File: src/rtl/dmem_arbiter.sv
// rtl/dmem_arbiter.sv - two-port round-robin data memory arbiter with access checks
module dmem_arbiter #(
    parameter int BUS_BITS  = 64,
    parameter int ADDR_BITS = 16
) (
    input  logic                clk,
    input  logic                rst,

    input  logic                req_0,
    input  logic                we_0,
    input  logic [BUS_BITS-1:0] addr_0,
    input  logic [2:0]          funct3_0,
    input  logic [BUS_BITS-1:0] wdata_0,
    output logic                gnt_0,
    output logic                done_0,
    output logic                err_0,
    output logic [BUS_BITS-1:0] rdata_0,

    input  logic                req_1,
    input  logic                we_1,
    input  logic [BUS_BITS-1:0] addr_1,
    input  logic [2:0]          funct3_1,
    input  logic [BUS_BITS-1:0] wdata_1,
    output logic                gnt_1,
    output logic                done_1,
    output logic                err_1,
    output logic [BUS_BITS-1:0] rdata_1,

    output logic                mem_we,
    output logic [BUS_BITS-1:0] mem_addr,
    output logic [2:0]          mem_funct3,
    output logic [BUS_BITS-1:0] mem_store_data,
    input  logic [BUS_BITS-1:0] mem_load_data
);

    // One past the last byte of memory, held one bit wider than the byte offset.
    localparam logic [ADDR_BITS:0] MEM_LIMIT = {1'b1, {ADDR_BITS{1'b0}}};

    logic last_winner;
    logic sel_1;
    logic any_gnt;
    logic illegal_0;
    logic illegal_1;
    logic win_we;
    logic win_illegal;

    // An access is rejected for a reserved size code, any address bit above the
    // implemented range, or a last byte that would run past the top of memory.
    function automatic logic access_illegal(input logic [BUS_BITS-1:0] addr,
                                            input logic [2:0]          funct3);
        logic [ADDR_BITS:0] size_bytes;
        logic [ADDR_BITS:0] end_addr;
        logic               high_bits;
        size_bytes = (ADDR_BITS+1)'(1) << funct3[1:0];
        end_addr   = {1'b0, addr[ADDR_BITS-1:0]} + size_bytes;
        high_bits  = |addr[BUS_BITS-1:ADDR_BITS];
        return (funct3 == 3'b111) || high_bits || (end_addr > MEM_LIMIT);
    endfunction

    assign illegal_0 = access_illegal(addr_0, funct3_0);
    assign illegal_1 = access_illegal(addr_1, funct3_1);

    // Pick the winner: a lone requester wins; under contention the previous loser wins.
    always_comb begin
        sel_1 = 1'b0;
        if (req_0 && req_1) begin
            sel_1 = (last_winner == 1'b0);
        end else begin
            sel_1 = req_1;
        end
    end

    assign gnt_0   = req_0 && !sel_1;
    assign gnt_1   = sel_1;
    assign any_gnt = gnt_0 || gnt_1;

    // Route the winner onto the memory port; port 0 drives it when nobody is granted.
    always_comb begin
        mem_addr       = addr_0;
        mem_funct3     = funct3_0;
        mem_store_data = wdata_0;
        win_we         = we_0;
        win_illegal    = illegal_0;
        if (gnt_1) begin
            mem_addr       = addr_1;
            mem_funct3     = funct3_1;
            mem_store_data = wdata_1;
            win_we         = we_1;
            win_illegal    = illegal_1;
        end
    end

    // Rejected stores are still granted but must never reach the memory.
    assign mem_we = any_gnt && win_we && !win_illegal;

    // Remember who won most recently; reset favours port 0 at first contention.
    always_ff @(posedge clk or posedge rst) begin
        if (rst) begin
            last_winner <= 1'b1;
        end else if (any_gnt) begin
            last_winner <= gnt_1;
        end
    end

    // Port 0 completion: pulse one cycle after grant with load data or error.
    always_ff @(posedge clk or posedge rst) begin
        if (rst) begin
            done_0  <= 1'b0;
            err_0   <= 1'b0;
            rdata_0 <= '0;
        end else begin
            done_0 <= gnt_0;
            err_0  <= gnt_0 && illegal_0;
            if (gnt_0) begin
                rdata_0 <= (we_0 || illegal_0) ? '0 : mem_load_data;
            end
        end
    end

    // Port 1 completion: pulse one cycle after grant with load data or error.
    always_ff @(posedge clk or posedge rst) begin
        if (rst) begin
            done_1  <= 1'b0;
            err_1   <= 1'b0;
            rdata_1 <= '0;
        end else begin
            done_1 <= gnt_1;
            err_1  <= gnt_1 && illegal_1;
            if (gnt_1) begin
                rdata_1 <= (we_1 || illegal_1) ? '0 : mem_load_data;
            end
        end
    end

endmodule

File: config.mk
export PLATFORM = sky130hd
export DESIGN_NAME = dmem_arbiter
export DESIGN_NICKNAME = d
export VERILOG_FILES = /design/src/rtl/dmem_arbiter.sv
export SDC_FILE = /design/constraint.sdc
export NUM_CORES = 1
export LEC_CHECK = 0
export CAP_MARGIN = 10
export CORE_AREA = 2 2 231 233
export CTS_CLUSTER_SIZE = 8
export DETAILED_ROUTE_END_ITERATION = 8
export DIE_AREA = 0 0 233 235
export HOLD_SLACK_MARGIN = 0.05
export PLACE_DENSITY_LB_ADDON = 0.1
export SYNTH_ARGS = -nofsm -noshare
export SYNTH_HDL_FRONTEND = slang
export SYNTH_SLANG_ARGS = --single-unit
File: constraint.sdc
create_clock -name clk -period 9.4 [get_ports clk]
set_input_delay 1.88 -clock clk [delete_from_list [all_inputs] [get_ports clk]]
set_output_delay 1.88 -clock clk [all_outputs]
set_load 0.02 [all_outputs]
==> run summary <==
### Clocking
• **maximum number of buffers from clock root to sink** 2
• **number of clock buffers inserted by TritonCTS** 17
• **clock root buffer** sky130_fd_sc_hd__clkbuf_16
• **# Post-CTS Setup Buffers** 0
• **post-CTS sizing** 0
• **insertion delay to the later sink of the worst-skew pair** 430 ps
• **CTS tree** yes
• **H-Tree Depth** 4
• **Clock Sink Count** 133
• **number of hold buffers added after cts** 0
• **clock transition at the registers of the reported paths** 60 ps

### Global route
• **sum of overflow across all layers after global routing** 0
• **gr usage total** 0.176
• **busiest layer in global routing** met2
• **GR Util met2** 0.300
• **number of global-route vias before repair** 9601
• **met1 layer usage reported by global route** 0.214
• **met3 usage in global routing** 0.0648
• **largest net degree at the start of global routing** 79
• **wire length of the first global-routing pass** 70700 µm
• **number of antenna violations at the first check in global routing** 7

### STA
• **worst clock skew** 8.42 ps
• **final setup slack of the worst path** 1900 ps
• **transition time of the tightest slew-check pin** 960 ps
• **clock period minus final worst setup slack** 7500 ps
• **Relative slew margins** 0.360
• **post-route clock period utilization** 0.798
• **final hold slack** 506 ps
• **setup repair after global routing missed its margin** no
• **number of hold violations in the final report** 0
• **setup violation total in the final timing report** 0
• **total negative slack** 0 ps
• **Fmax** 133 MHz
• **final count of pins violating max slew** 0

### Yosys
• **count of cell types in the netlist** 56
• **Synth top area share** 0.418
• **number of synthesized register bits** 133
• **proportion of synthesized chip area in sequential cells** 0.422
• **Syn Std Cell Area** 0.00789 mm²
• **dominant synthesized flop cell** sky130_fd_sc_hd__dfrtp_1
• **top cells by area, synth** sky130_fd_sc_hd__dfrtp_1, sky130_fd_sc_hd__nand2_1, sky130_fd_sc_hd__a22o_1
• **cell type with the highest aggregate area in the netlist** sky130_fd_sc_hd__dfrtp_1
• **library cell with the highest instance count after synthesis** sky130_fd_sc_hd__nand2_1
• **number of synthesized flops with an enable pin** 0
• **syn_nets** 1303
• **number of instances in the synthesized netlist** 961
• **Post-Synthesis Mean Instance Area** 8.21 µm²
• **asr flop ratio synth** 1.00
• **YS warnings** 0
• **leading cell types by count after synthesis** sky130_fd_sc_hd__nand2_1, sky130_fd_sc_hd__dfrtp_1, sky130_fd_sc_hd__and2_1

### Status
• **outcome** completed

### Final layout
• **final core utilization** 0.289
• **net total in the final layout** 1866
• **post-route cell area** 0.0151 mm²
• **ratio of cells with drive above 1 in the final layout** 0.0351
• **non-filler instance count after layout** 2227
• **area growth from synthesis to final layout** 91.3%

### Worst setup path
• **nature of the critical path endpoint** primary output
• **critical path data required time** 7520 ps
• **peak fanout along the critical path** 6
• **Data arrival, critical path** 5620 ps
• **register-to-register setup slack** 6070 ps
• **type of the worst setup path** primary input to primary output
• **type of origin of the critical path** primary input

### Route
• **DRC viols** 0
• **number of nets with antenna violations after routing** 0
• **total detailed-routing wirelength** 49800 µm
• **total number of vias** 9358
• **wire per inst** 22.4 µm
• **Initial DRC Count** 437
• **mean number of vias per cell** 4.20
• **number of iterations in the first detailed-routing pass** 5

### Floorplan
• **initial core utilization** 0.151
• **core outline area** 0.0522 mm²
• **die span in y** 235 µm
• **area of the die** 0.0548 mm²
• **Ports** 598
• **row count** 84
• **Die X-Extent** 233 µm

### Placement
• **dpl cell area** 0.0145 mm²
• **detailed placer's ending HPWL** 38700 µm
• **weighted congestion at the end of routability-driven global placement** 0.880
• **total instance count after detailed placement** 2193
• **number of buffer cells added on primary ports** 597
• **pre-CTS worst setup slack** 1840 ps

### Power and ir drop
• **switching fraction of total power** 0.324
• **ratio of total power to cell area** 121 mW/mm²
• **internal power summed over all cells** 1.24 mW
• **leakage** 6.56 nW
• **combinational power share** 0.311
• **clock share of power** 0.375
• **overall power** 1.83 mW
• **Switching Power** 0.594 mW
• **sequential fraction of design power** 0.314
• **peak ir drop on the vdd network** 123 µV

### Worst hold path
• **class of the tightest hold or removal check** flop to flop

### Flow run
• **max-capacitance violation count** 0

## worst max-delay path, cell delays in order
cell	delay (ps)
sky130_fd_sc_hd__clkdlybuf4s50_1	600
sky130_fd_sc_hd__nor2b_1	270
sky130_fd_sc_hd__ha_1	280
sky130_fd_sc_hd__a211oi_1	450
sky130_fd_sc_hd__nor2_1	100
sky130_fd_sc_hd__a311o_1	320
sky130_fd_sc_hd__a2111oi_0	450
sky130_fd_sc_hd__nand4_1	280
sky130_fd_sc_hd__nand2_1	160
sky130_fd_sc_hd__a32o_1	170
sky130_fd_sc_hd__clkdlybuf4s50_1	650
## worst paths after layout
kind / from / end / cells past startpoint
hold / removal: rdata_1[57] / rdata_1[57] / 1
hold reg to reg: rdata_1[57] / rdata_1[57] / 1
setup reg to reg: last_winner / rdata_1[5] / 8
max in group asynchronous: rst / err_0 / 3
setup / recovery: funct3_0[0] / mem_we / 11
min in group asynchronous: rst / rdata_0[18] / 2
## layout by cell type (no fill, tap or decap), types with 3 or more instances in the layout
cell type / n
sky130_fd_sc_hd__a211o_1: 3
sky130_fd_sc_hd__a21oi_1: 9
sky130_fd_sc_hd__a22o_1: 65
sky130_fd_sc_hd__a31o_1: 65
sky130_fd_sc_hd__a31oi_1: 4
sky130_fd_sc_hd__and2_1: 68
sky130_fd_sc_hd__and3_1: 4
sky130_fd_sc_hd__buf_4: 8
sky130_fd_sc_hd__clkbuf_16: 17
sky130_fd_sc_hd__clkdlybuf4s50_1: 597
sky130_fd_sc_hd__clkinv_4: 4
sky130_fd_sc_hd__clkinvlp_4: 3
sky130_fd_sc_hd__dfrtp_1: 132
sky130_fd_sc_hd__ha_1: 8
sky130_fd_sc_hd__inv_1: 10
sky130_fd_sc_hd__inv_6: 5
sky130_fd_sc_hd__nand2_1: 390
sky130_fd_sc_hd__nand3_1: 10
sky130_fd_sc_hd__nand4_1: 12
sky130_fd_sc_hd__nor2_1: 15
sky130_fd_sc_hd__nor2b_1: 5
sky130_fd_sc_hd__nor3_1: 4
sky130_fd_sc_hd__nor4_1: 24
sky130_fd_sc_hd__o21ai_0: 15
sky130_fd_sc_hd__or2_1: 3
sky130_fd_sc_hd__or3_1: 3
sky130_fd_sc_hd__xnor2_1: 3
## per-layer routing
layer	routed length, µm	vias up
li1	-	4451
met2	24100	348
met4	372	6
met5	41	-
met3	4960	25
met1	20400	4528
## registers in the layout, indices dropped and copies added, names as in the netlist
name,cells
done_1,1
last_winner,1
done_0,1
err_0,1
rdata_1,64
err_1,1
rdata_0,64
## power by group through the flow
stage	clock [mW]	combinational (mW)	sequential, mW
final	0.687	0.570	0.576
after global routing	0.741	0.611	0.575
after CTS	0.719	0.579	0.575
after detailed placement	0	0.576	0.586
after global placement	0	0.577	0.586
after floorplan	0	0.212	0.588
## final cells by class
cell class	instances	area, µm²
Fill cell	5619	37100
Clock inverter	15	169
Sequential cell	133	3330
Clock buffer	17	425
Inverter	13	56.3
Antenna cell	2	5.00
Multi-Input combinational cell	753	4200
Tap cell	688	861
Timing Repair Buffer	606	6060
## cells by family (layout without fill, tap and decap cells)
kind of cell | after synthesis | in the layout | share of synthesized area
fa+ha+maj | 10 | 10 | 0.0178
flops | 133 | 133 | 0.422
simple gates | 554 | 554 | 0.313
xor+xnor | 3 | 3 | 0.00333
buf+inv | 75 | 651 | 0.0471
compound gates | 184 | 184 | 0.195
other cells | 0 | 2 | 0
mux | 2 | 2 | 0.00254
Note: power is estimated with default switching activity, not from simulation.
